--- src/rtl/pe_seq_ctrl_if.sv ---
// Job, loader-handshake and PE-side address bundle for pe_seq_ctrl.
// master: the sequencer; slave: the job issuer / loader / PE datapath side.
interface pe_seq_ctrl_if #(
  parameter int ACTV_ADDR_BITWIDTH = 2,
  parameter int WGT_ADDR_BITWIDTH  = 2,
  parameter int PSUM_ADDR_BITWIDTH = 2,
  parameter int TILE_BITWIDTH      = 8
) ();
  logic                          start;
  logic [PSUM_ADDR_BITWIDTH:0]   cfg_o_len;
  logic [WGT_ADDR_BITWIDTH:0]    cfg_k_len;
  logic [TILE_BITWIDTH-1:0]      cfg_tiles;
  logic                          fill_valid;
  logic                          fill_ack;
  logic                          bank_sel;
  logic                          MAC_en;
  logic [ACTV_ADDR_BITWIDTH-1:0] actv_r_addr;
  logic [WGT_ADDR_BITWIDTH-1:0]  wgt_r_addr;
  logic [PSUM_ADDR_BITWIDTH-1:0] psum_addr;
  logic [PSUM_ADDR_BITWIDTH-1:0] psum_write_addr;
  logic                          psum_en;
  logic                          busy;
  logic                          done;

  modport master (
    input  start, cfg_o_len, cfg_k_len, cfg_tiles, fill_valid,
    output fill_ack, bank_sel, MAC_en, actv_r_addr, wgt_r_addr,
           psum_addr, psum_write_addr, psum_en, busy, done
  );

  modport slave (
    output start, cfg_o_len, cfg_k_len, cfg_tiles, fill_valid,
    input  fill_ack, bank_sel, MAC_en, actv_r_addr, wgt_r_addr,
           psum_addr, psum_write_addr, psum_en, busy, done
  );
endinterface

--- src/rtl/pe_seq_ctrl.sv ---
// Loop-nest sequencer for one PE_new: drives RF addresses, MAC_en and bank ping-pong.
// Optional PE_CTRL_PERF_CNT_EN adds the 16-bit PERF_stall_cnt output.
module pe_seq_ctrl #(
  parameter int ACTV_ADDR_BITWIDTH = 2,
  parameter int WGT_ADDR_BITWIDTH  = 2,
  parameter int PSUM_ADDR_BITWIDTH = 2,
  parameter int TILE_BITWIDTH      = 8
) (
  input  logic        clk,
  input  logic        reset,
`ifdef PE_CTRL_PERF_CNT_EN
  output logic [15:0] PERF_stall_cnt,
`endif
  pe_seq_ctrl_if.master bus
);

  typedef enum logic [2:0] {IDLE, WAIT_FILL, RUN, BUBBLE, DRAIN} state_t;

  localparam logic [PSUM_ADDR_BITWIDTH-1:0] O_INC     = 1;
  localparam logic [WGT_ADDR_BITWIDTH-1:0]  I_INC     = 1;
  localparam logic [TILE_BITWIDTH-1:0]      T_INC     = 1;
  localparam logic [PSUM_ADDR_BITWIDTH:0]   O_LEN_ONE = 1;
  localparam logic [WGT_ADDR_BITWIDTH:0]    K_LEN_ONE = 1;

  state_t                        state_q;
  logic [PSUM_ADDR_BITWIDTH-1:0] o_q, o_max_q, adv_o;
  logic [WGT_ADDR_BITWIDTH-1:0]  i_q, k_max_q, adv_i;
  logic [TILE_BITWIDTH-1:0]      tile_q, t_max_q;
  logic                          single_o_q;
  logic                          last_o, last_i, last_tile, tile_end, step;

  logic                          fill_ack_q, bank_sel_q, mac_en_q, psum_en_q, done_q;
  logic [ACTV_ADDR_BITWIDTH-1:0] actv_addr_q;
  logic [WGT_ADDR_BITWIDTH-1:0]  wgt_addr_q;
  logic [PSUM_ADDR_BITWIDTH-1:0] psum_addr_q;

  function automatic logic [ACTV_ADDR_BITWIDTH-1:0] actv_addr(
    input logic [PSUM_ADDR_BITWIDTH-1:0] o,
    input logic [WGT_ADDR_BITWIDTH-1:0]  i
  );
    return ACTV_ADDR_BITWIDTH'(o) + ACTV_ADDR_BITWIDTH'(i);
  endfunction

  // o is the inner loop so back-to-back MACs never hit the same psum entry
  always_comb begin
    last_o    = (o_q == o_max_q);
    last_i    = (i_q == k_max_q);
    last_tile = (tile_q == t_max_q);
    tile_end  = last_o && last_i;
    adv_o     = '0;
    adv_i     = '0;
    if (!last_o) begin
      adv_o = o_q + O_INC;
      adv_i = i_q;
    end else if (!last_i) begin
      adv_i = i_q + I_INC;
    end
    // With a single output the advance is deferred to the BUBBLE cycle
    step = ((state_q == RUN) && !single_o_q) || (state_q == BUBBLE);
  end

  always_ff @(posedge clk or posedge reset) begin
    if (reset) begin
      state_q     <= IDLE;
      o_q         <= '0;
      i_q         <= '0;
      tile_q      <= '0;
      o_max_q     <= '0;
      k_max_q     <= '0;
      t_max_q     <= '0;
      single_o_q  <= 1'b0;
      fill_ack_q  <= 1'b0;
      bank_sel_q  <= 1'b1;
      mac_en_q    <= 1'b0;
      psum_en_q   <= 1'b1;
      done_q      <= 1'b0;
      actv_addr_q <= '0;
      wgt_addr_q  <= '0;
      psum_addr_q <= '0;
    end else begin
      fill_ack_q <= 1'b0;
      done_q     <= 1'b0;
      case (state_q)
        IDLE: begin
          if (bus.start) begin
            o_max_q    <= PSUM_ADDR_BITWIDTH'(bus.cfg_o_len - O_LEN_ONE);
            k_max_q    <= WGT_ADDR_BITWIDTH'(bus.cfg_k_len - K_LEN_ONE);
            t_max_q    <= (bus.cfg_tiles == '0) ? '0 : bus.cfg_tiles - T_INC;
            single_o_q <= (bus.cfg_o_len == O_LEN_ONE);
            o_q        <= '0;
            i_q        <= '0;
            tile_q     <= '0;
            if ((bus.cfg_o_len == '0) || (bus.cfg_k_len == '0)) begin
              state_q <= DRAIN;
              done_q  <= 1'b1;
            end else begin
              state_q <= WAIT_FILL;
            end
          end
        end
        WAIT_FILL: begin
          if (bus.fill_valid) begin
            fill_ack_q  <= 1'b1;
            bank_sel_q  <= ~bank_sel_q;
            state_q     <= RUN;
            mac_en_q    <= 1'b1;
            actv_addr_q <= actv_addr(o_q, i_q);
            wgt_addr_q  <= i_q;
            psum_addr_q <= o_q;
          end
        end
        RUN: begin
          if (single_o_q) begin
            state_q  <= BUBBLE;
            mac_en_q <= 1'b0;
          end
        end
        BUBBLE: ;
        DRAIN: begin
          state_q   <= IDLE;
          psum_en_q <= ~psum_en_q;
        end
        default: state_q <= IDLE;
      endcase

      if (step) begin
        if (!tile_end || !last_tile) begin
          o_q         <= adv_o;
          i_q         <= adv_i;
          actv_addr_q <= actv_addr(adv_o, adv_i);
          wgt_addr_q  <= adv_i;
          psum_addr_q <= adv_o;
        end
        if (!tile_end) begin
          state_q  <= RUN;
          mac_en_q <= 1'b1;
        end else if (!last_tile) begin
          // Next tile: swap banks in the same cycle when the loader is ready
          tile_q <= tile_q + T_INC;
          if (bus.fill_valid) begin
            fill_ack_q <= 1'b1;
            bank_sel_q <= ~bank_sel_q;
            state_q    <= RUN;
            mac_en_q   <= 1'b1;
          end else begin
            state_q  <= WAIT_FILL;
            mac_en_q <= 1'b0;
          end
        end else begin
          state_q  <= DRAIN;
          mac_en_q <= 1'b0;
          done_q   <= 1'b1;
        end
      end
    end
  end

`ifdef PE_CTRL_PERF_CNT_EN
  always_ff @(posedge clk or posedge reset) begin
    if (reset) begin
      PERF_stall_cnt <= '0;
    end else if ((state_q == IDLE) && bus.start) begin
      PERF_stall_cnt <= '0;
    end else if ((state_q != IDLE) && !mac_en_q && (PERF_stall_cnt != '1)) begin
      PERF_stall_cnt <= PERF_stall_cnt + 16'd1;
    end
  end
`endif

  assign bus.fill_ack        = fill_ack_q;
  assign bus.bank_sel        = bank_sel_q;
  assign bus.MAC_en          = mac_en_q;
  assign bus.actv_r_addr     = actv_addr_q;
  assign bus.wgt_r_addr      = wgt_addr_q;
  assign bus.psum_addr       = psum_addr_q;
  assign bus.psum_write_addr = psum_addr_q;
  assign bus.psum_en         = psum_en_q;
  assign bus.busy            = (state_q != IDLE);
  assign bus.done            = done_q;

endmodule

--- src/flat_wrapper.sv ---
// flat-port wrapper written by rule: the top's interface ports become plain ports
module pe_seq_ctrl_flat 
#(
  parameter int ACTV_ADDR_BITWIDTH = 2,
  parameter int WGT_ADDR_BITWIDTH  = 2,
  parameter int PSUM_ADDR_BITWIDTH = 2,
  parameter int TILE_BITWIDTH      = 8
)
  (clk, reset, bus_start, bus_cfg_o_len, bus_cfg_k_len, bus_cfg_tiles, bus_fill_valid, bus_fill_ack, bus_bank_sel, bus_MAC_en, bus_actv_r_addr, bus_wgt_r_addr, bus_psum_addr, bus_psum_write_addr, bus_psum_en, bus_busy, bus_done);
  pe_seq_ctrl_if #(.ACTV_ADDR_BITWIDTH(ACTV_ADDR_BITWIDTH), .WGT_ADDR_BITWIDTH(WGT_ADDR_BITWIDTH), .PSUM_ADDR_BITWIDTH(PSUM_ADDR_BITWIDTH), .TILE_BITWIDTH(TILE_BITWIDTH)) bus_i ();
  input  logic clk;
  input  logic reset;
  input wire logic [$bits(bus_i.start)-1:0] bus_start;
  input wire logic [$bits(bus_i.cfg_o_len)-1:0] bus_cfg_o_len;
  input wire logic [$bits(bus_i.cfg_k_len)-1:0] bus_cfg_k_len;
  input wire logic [$bits(bus_i.cfg_tiles)-1:0] bus_cfg_tiles;
  input wire logic [$bits(bus_i.fill_valid)-1:0] bus_fill_valid;
  output wire logic [$bits(bus_i.fill_ack)-1:0] bus_fill_ack;
  output wire logic [$bits(bus_i.bank_sel)-1:0] bus_bank_sel;
  output wire logic [$bits(bus_i.MAC_en)-1:0] bus_MAC_en;
  output wire logic [$bits(bus_i.actv_r_addr)-1:0] bus_actv_r_addr;
  output wire logic [$bits(bus_i.wgt_r_addr)-1:0] bus_wgt_r_addr;
  output wire logic [$bits(bus_i.psum_addr)-1:0] bus_psum_addr;
  output wire logic [$bits(bus_i.psum_write_addr)-1:0] bus_psum_write_addr;
  output wire logic [$bits(bus_i.psum_en)-1:0] bus_psum_en;
  output wire logic [$bits(bus_i.busy)-1:0] bus_busy;
  output wire logic [$bits(bus_i.done)-1:0] bus_done;
  assign bus_i.start = bus_start;
  assign bus_i.cfg_o_len = bus_cfg_o_len;
  assign bus_i.cfg_k_len = bus_cfg_k_len;
  assign bus_i.cfg_tiles = bus_cfg_tiles;
  assign bus_i.fill_valid = bus_fill_valid;
  assign bus_fill_ack = bus_i.fill_ack;
  assign bus_bank_sel = bus_i.bank_sel;
  assign bus_MAC_en = bus_i.MAC_en;
  assign bus_actv_r_addr = bus_i.actv_r_addr;
  assign bus_wgt_r_addr = bus_i.wgt_r_addr;
  assign bus_psum_addr = bus_i.psum_addr;
  assign bus_psum_write_addr = bus_i.psum_write_addr;
  assign bus_psum_en = bus_i.psum_en;
  assign bus_busy = bus_i.busy;
  assign bus_done = bus_i.done;
  pe_seq_ctrl #(.ACTV_ADDR_BITWIDTH(ACTV_ADDR_BITWIDTH), .WGT_ADDR_BITWIDTH(WGT_ADDR_BITWIDTH), .PSUM_ADDR_BITWIDTH(PSUM_ADDR_BITWIDTH), .TILE_BITWIDTH(TILE_BITWIDTH)) u_core (.clk(clk), .reset(reset), .bus(bus_i));
endmodule
--- config.mk ---
export PLATFORM = sky130hd
export DESIGN_NAME = pe_seq_ctrl_flat
export DESIGN_NICKNAME = d
export VERILOG_FILES = /design/src/rtl/pe_seq_ctrl_if.sv /design/src/rtl/pe_seq_ctrl.sv /design/src/flat_wrapper.sv
export SDC_FILE = /design/constraint.sdc
export NUM_CORES = 1
export LEC_CHECK = 0
export BUFFER_PORTS_ARGS = -buffer_cell sky130_fd_sc_hd__buf_2
export CAP_MARGIN = 5
export CORE_MARGIN = 4
export CORE_UTILIZATION = 40
export CTS_BUF_LIST = sky130_fd_sc_hd__clkbuf_4
export DETAILED_ROUTE_END_ITERATION = 8
export PLACE_DENSITY = 0.57
export SYNTH_ARGS = -nofsm -noshare
export SYNTH_HDL_FRONTEND = slang
export SYNTH_SLANG_ARGS = --single-unit
--- constraint.sdc ---
create_clock -name clk -period 2.5 [get_ports clk]
set_input_delay 0.25 -clock clk [delete_from_list [all_inputs] [get_ports clk]]
set_output_delay 0.25 -clock clk [all_outputs]
set_load 0.02 [all_outputs]
==> results by group, run 1 <==
Run status
  – Status: finished with violations
  – Failing checks: hold timing

Floorplanning
  – Core area: 5200 sq um
  – Die X: 81.8 um
  – Die area: 6690 sq um
  – Die Y: 81.8 um
  – Starting Density: 41.9%
  – Num rows: 26
  – Io pins: 32

Clock tree
  – Later-pin clock latency in the skew report: 0.35 ns
  – Clk slew on worst S/H paths: 0.12 ns
  – Post-CTS Resized: 0
  – CTS tree: yes
  – Root buf cell: clkbuf_4
  – Maximum clock path buffer count: 2
  – Cts hold-fix bufs: 0
  – Postcts setup bufs: 0
  – Clock Sinks: 39
  – Total CTS buffers: 5
  – H-tree level count: 2

STA
  – Setup TNS: 0 ns
  – Clock skew: 0.00974 ns
  – Final hold vios: 2
  – F_max: 479 MHz
  – Final worst path period share: 83.6%
  – Worst rel slew slack: 33.4%
  – Smallest hold slack: -0.00109 ns
  – Unrepaired setup endpoints after global routing: no
  – Slew Limit Fails: 0
  – Least-Margin Pin Slew: 0.994 ns
  – Period minus WS final: 2.09 ns
  – Final setup fails: 0

Placed design
  – Routability cong.: 0.806
  – Hpwl dp: 3.18 mm
  – Port Buf Inserts: 31
  – Placed Area: 2390 sq um

Power
  – Pwr/cell area: 1170 nW/um^2
  – Static leakage power: 1.18 nW
  – Max VDD drop: 0.000460 V

Route
  – Final ANT Viol Nets: 0
  – DRT Wirelength: 4.33 mm
  – DRT iter0 DRCs: 74
  – DR pass1 iterations: 4
  – Post-route DRC: 0
  – Vias after detailed routing: 1,669
  – Avg Vias per Cell: 5.00
  – WL per Instance: 13.0 um

Logic synthesis
  – Cells after Synth: 231
  – Synth Cell Area: 2180 sq um
  – Ys flop type: dfrtp_1
  – Yosys reg bits: 39
  – EDFF count, synth: 0
  – Register area share after synthesis: 44.9%
  – Synth cell types: 38
  – Number of synthesis warnings: 0
  – Syn nets: 257
  – Synthesized area per cell: 9.43 sq um
  – Async S/R FF share, synth: 100%

Worst setup path
  – Worst Path Required: 2.70 ns
  – Crit path max fanout: 15
  – Startpoint Class: register
  – CP endpoint kind: register
  – Critical Path AT: 2.29 ns
  – Reg2reg start: u_core.tile_q[4]
  – R2R depth: 5
  – CP Class: register to register
  – R2r endpoint: u_core.bus.actv_r_addr[1]
  – R2r setup slk: 0.41 ns

Cells and area
  – Fin nets: 289
  – Fillers: 538
  – Layout cells sized above 1: 18.6%
  – Post-route cell area: 2450 sq um
  – Area grow syn2layout: 12.5%
  – Diode count: 0
  – Regs by FF count: u_core.t_max_q x8, u_core.tile_q x8, u_core.state_q x3

Global route
  – Overall Global Routing Usage: 14.7%
  – Largest net degree at the start of global routing: 40
  – First-pass GRT wire length: 7.49 mm
  – Initial antenna violation count: 0
  – Number of global-route vias before repair: 1,572
  – Global route total overflow: 0

Flow run
  – Max Cap Viol: 0

Min path
  – HP Class: input port to asynchronous set/reset pin
synthesized netlist by cell type, types with 6 or more instances:
master / number / area share, %
xnor2_1: 10 / 4.0
o21ai_0: 28 / 6.4
dfrtp_1: 37 / 43
nand3_1: 7 / 1.6
ha_1: 8 / 4.6
a21oi_1: 6 / 1.4
inv_1: 14 / 2.4
mux2i_1: 9 / 4.1
xor2_1: 15 / 6.0
nor2_1: 8 / 1.4
nand2_1: 35 / 6.0
per-stage QoR:
step / power [mW] / std cells / util [%] / setup slack, ns / hold WS [ns]
after floorplan: 2.24 / 231 / - / 0.673 / 0.361
after global placement: 2.54 / 326 / 46.0 / 0.427 / 0.398
after detailed placement: 2.57 / 326 / 46.0 / 0.387 / 0.402
after CTS: 2.91 / 334 / 47.1 / 0.338 / 0.00445
after global routing: 3.16 / 334 / 47.1 / 0.154 / 0.0487
final: 2.87 / 334 / 47.1 / 0.410 / -0.00109
power breakdown:
part	internal, mW	switching [mW]	total (mW)	leakage [nW]
Sequential	0.900	0.271	1.17	0.491
Clock	0.120	0.213	0.332	0.0317
Combinational	0.570	0.799	1.37	0.654
Total	1.59	1.28	2.87	1.18
placed cells by master (no fill, tap or decap), drive strengths merged, types with 7 or more instances in the layout:
master	n
xor2	15
o21ai	29
buf	34
dfrtp	37
xnor2	12
nand2	35
mux2i	9
nor2	8
nand3	7
inv	14
ha	8
critical path, stage by stage (launching register included):
cell	delay (ns)
dfrtp_1	0.47
xor2_1	0.18
nor4_2	0.48
a31oi_1	0.46
a211oi_1	0.29
a21oi_1	0.06
layer usage:
metal	track usage (%)	part of all wire [%]	up-vias
li1	-	-	859
met1	21.5	51	761
met2	20.9	42	42
met3	2.63	4.9	7
met4	6.48	1.9	0
met5	0	0	-
how the worst max path moves through the flow:
stage,startpoint,end,slack (ns)
6_report,u_core.tile_q[4],u_core.bus.actv_r_addr[1],0.41
3_5_place_dp,u_core.o_q[0],u_core.bus.wgt_r_addr[0],0.39
5_1_grt,u_core.tile_q[4],u_core.bus.actv_r_addr[1],0.15
3_3_place_gp,u_core.tile_q[4],u_core.bus.actv_r_addr[1],0.43
2_1_floorplan,u_core.o_q[1],u_core.bus.actv_r_addr[1],0.67
4_1_cts,u_core.o_q[0],u_core.bus.wgt_r_addr[0],0.34
layout make-up:
class                           count  area [sq um]  area share, %
Inverter                           14          52.6           2.15
Clock buffer                        6          45.0           1.84
Sequential cell                    39           978           39.9
Tap cell                           70          87.6           3.58
Clock inverter                      2          12.5          0.511
Multi-Input combinational cell    169          1100           44.7
Timing Repair Buffer               34           178           7.25
kinds of logic after synthesis:
group                    count (synthesis)  synth area share, %
AO/OA/AOI/OAI                           49                 12.8
XOR/XNOR                                27                 11.5
adder cells (fa/ha/maj)                  8                 4.60
buffers and inverters                   23                 4.77
flip-flops                              39                 44.9
multiplexers                            10                 4.65
AND/OR/NAND/NOR                         75                 16.7
No activity file was read; power rests on OpenSTA's default activity.
==> inputs of run 2 (changes only) <==
--- a/config.mk
+++ b/config.mk
@@ -5,13 +5,14 @@
 export SDC_FILE = /design/constraint.sdc
 export NUM_CORES = 1
 export LEC_CHECK = 0
+export ABC_AREA = 1
 export BUFFER_PORTS_ARGS = -buffer_cell sky130_fd_sc_hd__buf_2
 export CAP_MARGIN = 5
 export CORE_MARGIN = 4
 export CORE_UTILIZATION = 40
 export CTS_BUF_LIST = sky130_fd_sc_hd__clkbuf_4
 export DETAILED_ROUTE_END_ITERATION = 8
-export PLACE_DENSITY = 0.57
+export PLACE_DENSITY = 0.59
 export SYNTH_ARGS = -nofsm -noshare
 export SYNTH_HDL_FRONTEND = slang
 export SYNTH_SLANG_ARGS = --single-unit
==> constraint.sdc (replaced) <==
create_clock -name clk -period 1.8 [get_ports clk]
set_input_delay 0.18 -clock clk [delete_from_list [all_inputs] [get_ports clk]]
set_output_delay 0.18 -clock clk [all_outputs]
set_load 0.02 [all_outputs]
==> run 2 against run 1 <==
  * The flow now finishes without violations
  * Area after synthesis rose by 13%
  * Global-route usage rose by 0.12 points
  * Count of clock-buffer cells in the layout fell by 1
  * Final cell count rose by 33%
  * Wire length rose by 20%
  * Largest power group unchanged
  * Critical endpoint unchanged
==> results by group, run 2 <==
Run status
  – Status: complete, no violations (was finished with violations)

Worst setup path
  – CP endpoint kind: register (unchanged)
  – CP Class: register to register (unchanged)
  – CP bufs+invs: 1 (was 0)
  – Worst path max stage delay: 0.46 ns (was 0.48 ns)
  – Crit path max fanout: 5 (was 15)
  – Worst setup path start: u_core.o_q[1] (was u_core.tile_q[4])
  – Critical Path AT: 1.95 ns (was 2.29 ns)
  – CP cell instances: inv_2 -> nand2_2 -> nand2_2 -> nor2_4 -> nand3_1 -> o21ai_2 -> ha_2 -> nand3b_1 -> nand2_1 -> nand2_1 -> nand2_1 -> nand2_1 -> nand2_1 (was xor2_1 -> nor4_2 -> a31oi_1 -> a211oi_1 -> a21oi_1)
  – Worst Path Required: 2.06 ns (was 2.70 ns)
  – Worst path slowest cell: dfrtp_1 (was nor4_2)
  – Cell family with most CP delay: simple AND/OR/NAND/NOR gates (was compound AO/OA/AOI/OAI gates)
  – Startpoint Class: register (unchanged)
  – Crit path top cell by count: nand2_1
  – Reg2reg start: u_core.o_q[1] (was u_core.tile_q[4])

Floorplanning
  – Die Y: 86.6 um (was 81.8 um)
  – Starting Density: 41.4% (was 41.9%)
  – Num rows: 28 (was 26)
  – Die area: 7490 sq um (was 6690 sq um)
  – Die X: 86.6 um (was 81.8 um)
  – Core area: 5960 sq um (was 5200 sq um)
  – Io pins: 32 (unchanged)

Clock tree
  – Total CTS buffers: 5 (unchanged)
  – Later-pin clock latency in the skew report: 0.36 ns (was 0.35 ns)
  – H-tree level count: 2 (unchanged)
  – Clk slew on worst S/H paths: 0.13 ns (was 0.12 ns)
  – Maximum clock path buffer count: 2 (unchanged)
  – Clock Sinks: 39 (unchanged)
  – Root buf cell: clkbuf_4 (unchanged)
  – CTS tree: yes (unchanged)

Global route
  – Largest net degree at the start of global routing: 40 (unchanged)
  – Initial antenna violation count: 0 (unchanged)
  – Global route total overflow: 0 (unchanged)
  – First-pass GRT wire length: 8.81 mm (was 7.49 mm)
  – Number of global-route vias before repair: 1,965 (was 1,572)
  – Overall Global Routing Usage: 14.8% (was 14.7%)

Route
  – DRT iter0 DRCs: 145 (was 74)
  – Avg Vias per Cell: 4.83 (was 5.00)
  – DRT Wirelength: 5.17 mm (was 4.33 mm)
  – Vias after detailed routing: 2,143 (was 1,669)
  – WL per Instance: 11.7 um (was 13.0 um)
  – Post-route DRC: 0 (unchanged)
  – Final ANT Viol Nets: 0 (unchanged)
  – DR pass1 iterations: 4 (unchanged)

STA
  – Clock skew: 0.0170 ns (was 0.00974 ns)
  – Smallest hold slack: 0.0393 ns (was -0.00109 ns)
  – Final setup fails: 0 (unchanged)
  – Worst rel slew slack: 65.6% (was 33.4%)
  – Period minus WS final: 1.69 ns (was 2.09 ns)
  – Setup TNS: 0 ns (unchanged)
  – Least-Margin Pin Slew: 0.512 ns (was 0.994 ns)
  – Slew Limit Fails: 0 (unchanged)
  – Final hold vios: 0 (was 2)
  – F_max: 591 MHz (was 479 MHz)
  – Final worst path period share: 94.0% (was 83.6%)

Placed design
  – Hpwl dp: 4.02 mm (was 3.18 mm)
  – Routability cong.: 0.879 (was 0.806)
  – Placed Cells: 434 (was 326)
  – Port Buf Inserts: 31 (unchanged)

Cells and area
  – Fillers: 621 (was 538)
  – Commonest non-fill, non-tap cell in the layout: nand2_1 (was dfrtp_1)
  – Final cell count without fillers: 444 (was 334)
  – Diode count: 0 (unchanged)
  – FF+latch area: 982 sq um (was 978 sq um)
  – Area grow syn2layout: 15.7% (was 12.5%)
  – Final Util: 48.0% (was 47.1%)
  – Fin nets: 394 (was 289)
  – Multi-input gate area: 1270 sq um (was 1100 sq um)
  – Regs by FF count: u_core.t_max_q x8, u_core.tile_q x8, u_core.state_q x3 (unchanged)
  – Most frequent cells in the layout: 99 x nand2_1, 42 x inv_1, 34 x dfrtp_1, 31 x buf_2, 27 x nand3_1 (was 37 x dfrtp_1, 35 x nand2_1, 31 x buf_2, 28 x o21ai_0, 15 x xor2_1)
  – Layout cells sized above 1: 21.7% (was 18.6%)

Logic synthesis
  – Yosys reg bits: 39 (unchanged)
  – Count leader, synth: nand2_1 (was dfrtp_1)
  – Synth area leader: dfrtp_1 (unchanged)
  – Async S/R FF share, synth: 100% (unchanged)
  – Synth Cell Area: 2470 sq um (was 2180 sq um)
  – Syn nets: 354 (was 257)
  – Register area share after synthesis: 39.6% (was 44.9%)
  – Post-synth top area share: 37.5% (was 42.5%)
  – Top cells by count, synth: 99 x nand2_1, 42 x inv_1, 37 x dfrtp_1 (was 37 x dfrtp_1, 35 x nand2_1, 28 x o21ai_0)
  – Number of synthesis warnings: 0 (unchanged)
  – Synth area leaders: dfrtp_1 38%, nand2_1 15%, inv_1 6.4% (was dfrtp_1 43%, o21ai_0 6.4%, nand2_1 6.0%)
  – Synth cell types: 31 (was 38)
  – Ys flop type: dfrtp_1 (unchanged)
  – Synthesized area per cell: 7.53 sq um (was 9.43 sq um)
  – Cells after Synth: 328 (was 231)
  – EDFF count, synth: 0 (unchanged)

Min path
  – HP Class: input port to register (was input port to asynchronous set/reset pin)
  – Worst Hold Launch: bus_cfg_tiles[0]

Power
  – Static leakage power: 1.51 nW (was 1.18 nW)
  – Pwr/cell area: 1620 nW/um^2 (was 1170 nW/um^2)
  – Max VDD drop: 0.000637 V (was 0.000460 V)

Flow run
  – Max Cap Viol: 0 (unchanged)
## run 2: final timing paths
| kind | endpoint | slack (ns) | depth (start not counted) |
|---|---|---|---|
| setup / recovery | u_core.bus.actv_r_addr[1] | 0.11 | 13 |
| setup reg to reg | u_core.bus.actv_r_addr[1] | 0.11 | 13 |
| hold reg to reg | u_core.bus.bank_sel | 0.49 | 2 |
| hold / removal | u_core.t_max_q[0] | 0.04 | 2 |
| max in group asynchronous | u_core.i_q[0] | 0.97 | 4 |
| min in group asynchronous | u_core.bus.fill_ack | 0.46 | 4 |
## run 2: per-stage QoR
step | setup slack [ns] | instance area [sq um] | power, mW
4_1_cts | 0.0855 | 2840 | 4.63
5_1_grt | -0.0309 | 2860 | 5.07
6_report | 0.108 | 2860 | 4.63
2_1_floorplan | 0.217 | 2470 | 3.28
3_3_place_gp | 0.122 | 2720 | 3.85
3_5_place_dp | 0.117 | 2720 | 3.87
## run 2: kinds of logic (layout without fill, tap and decap cells)
family	count (synthesis)	count (layout)	synth area share (%)
AOI/OAI and AO/OA	43	43	9.98
buffers and inverters	55	96	9.17
adders and majority gates	8	8	4.05
xor gates and xnor gates	17	17	6.03
muxes	1	1	0.456
DFF	39	39	39.6
and+or+nand+nor	165	165	30.7
## run 2: metal layers
| metal | share of wire [%] | GRT usage (%) |
|---|---|---|
| met5 | 0 | 0 |
| met4 | 1.4 | 5.67 |
| met3 | 5.0 | 3.52 |
| met2 | 43 | 22.0 |
| met1 | 50 | 20.7 |
## run 2: power by group
group	internal, mW	switching, mW	total (mW)
clock network	0.432	0.316	0.748
registers	1.23	0.253	1.48
logic	0.876	1.53	2.40
## run 2: layout make-up
class	instances	share of cell area, %
clock buffer	5	1.31
clock inverter	3	2.37
inverter	48	6.31
multi-input combinational	234	44.5
sequential	39	34.4
tap	75	3.29
timing repair buffer	40	7.88
## run 2: worst reg2reg max path: stages, from the launching register on
cell,delay (ns)
dfrtp_1,0.46
inv_2,0.08
nand2_2,0.06
nand2_2,0.06
nor2_4,0.16
nand3_1,0.11
o21ai_2,0.09
ha_2,0.19
nand3b_1,0.12
nand2_1,0.06
nand2_1,0.06
nand2_1,0.05
nand2_1,0.05
nand2_1,0.05
## run 2: what timing repair did
action	4_1_cts	5_1_grt
setup buffers	0	1
setup endpoints to repair	0	1
gates resized for setup	0	6
hold buffers	1	0
endpoints found under the hold margin	37	0
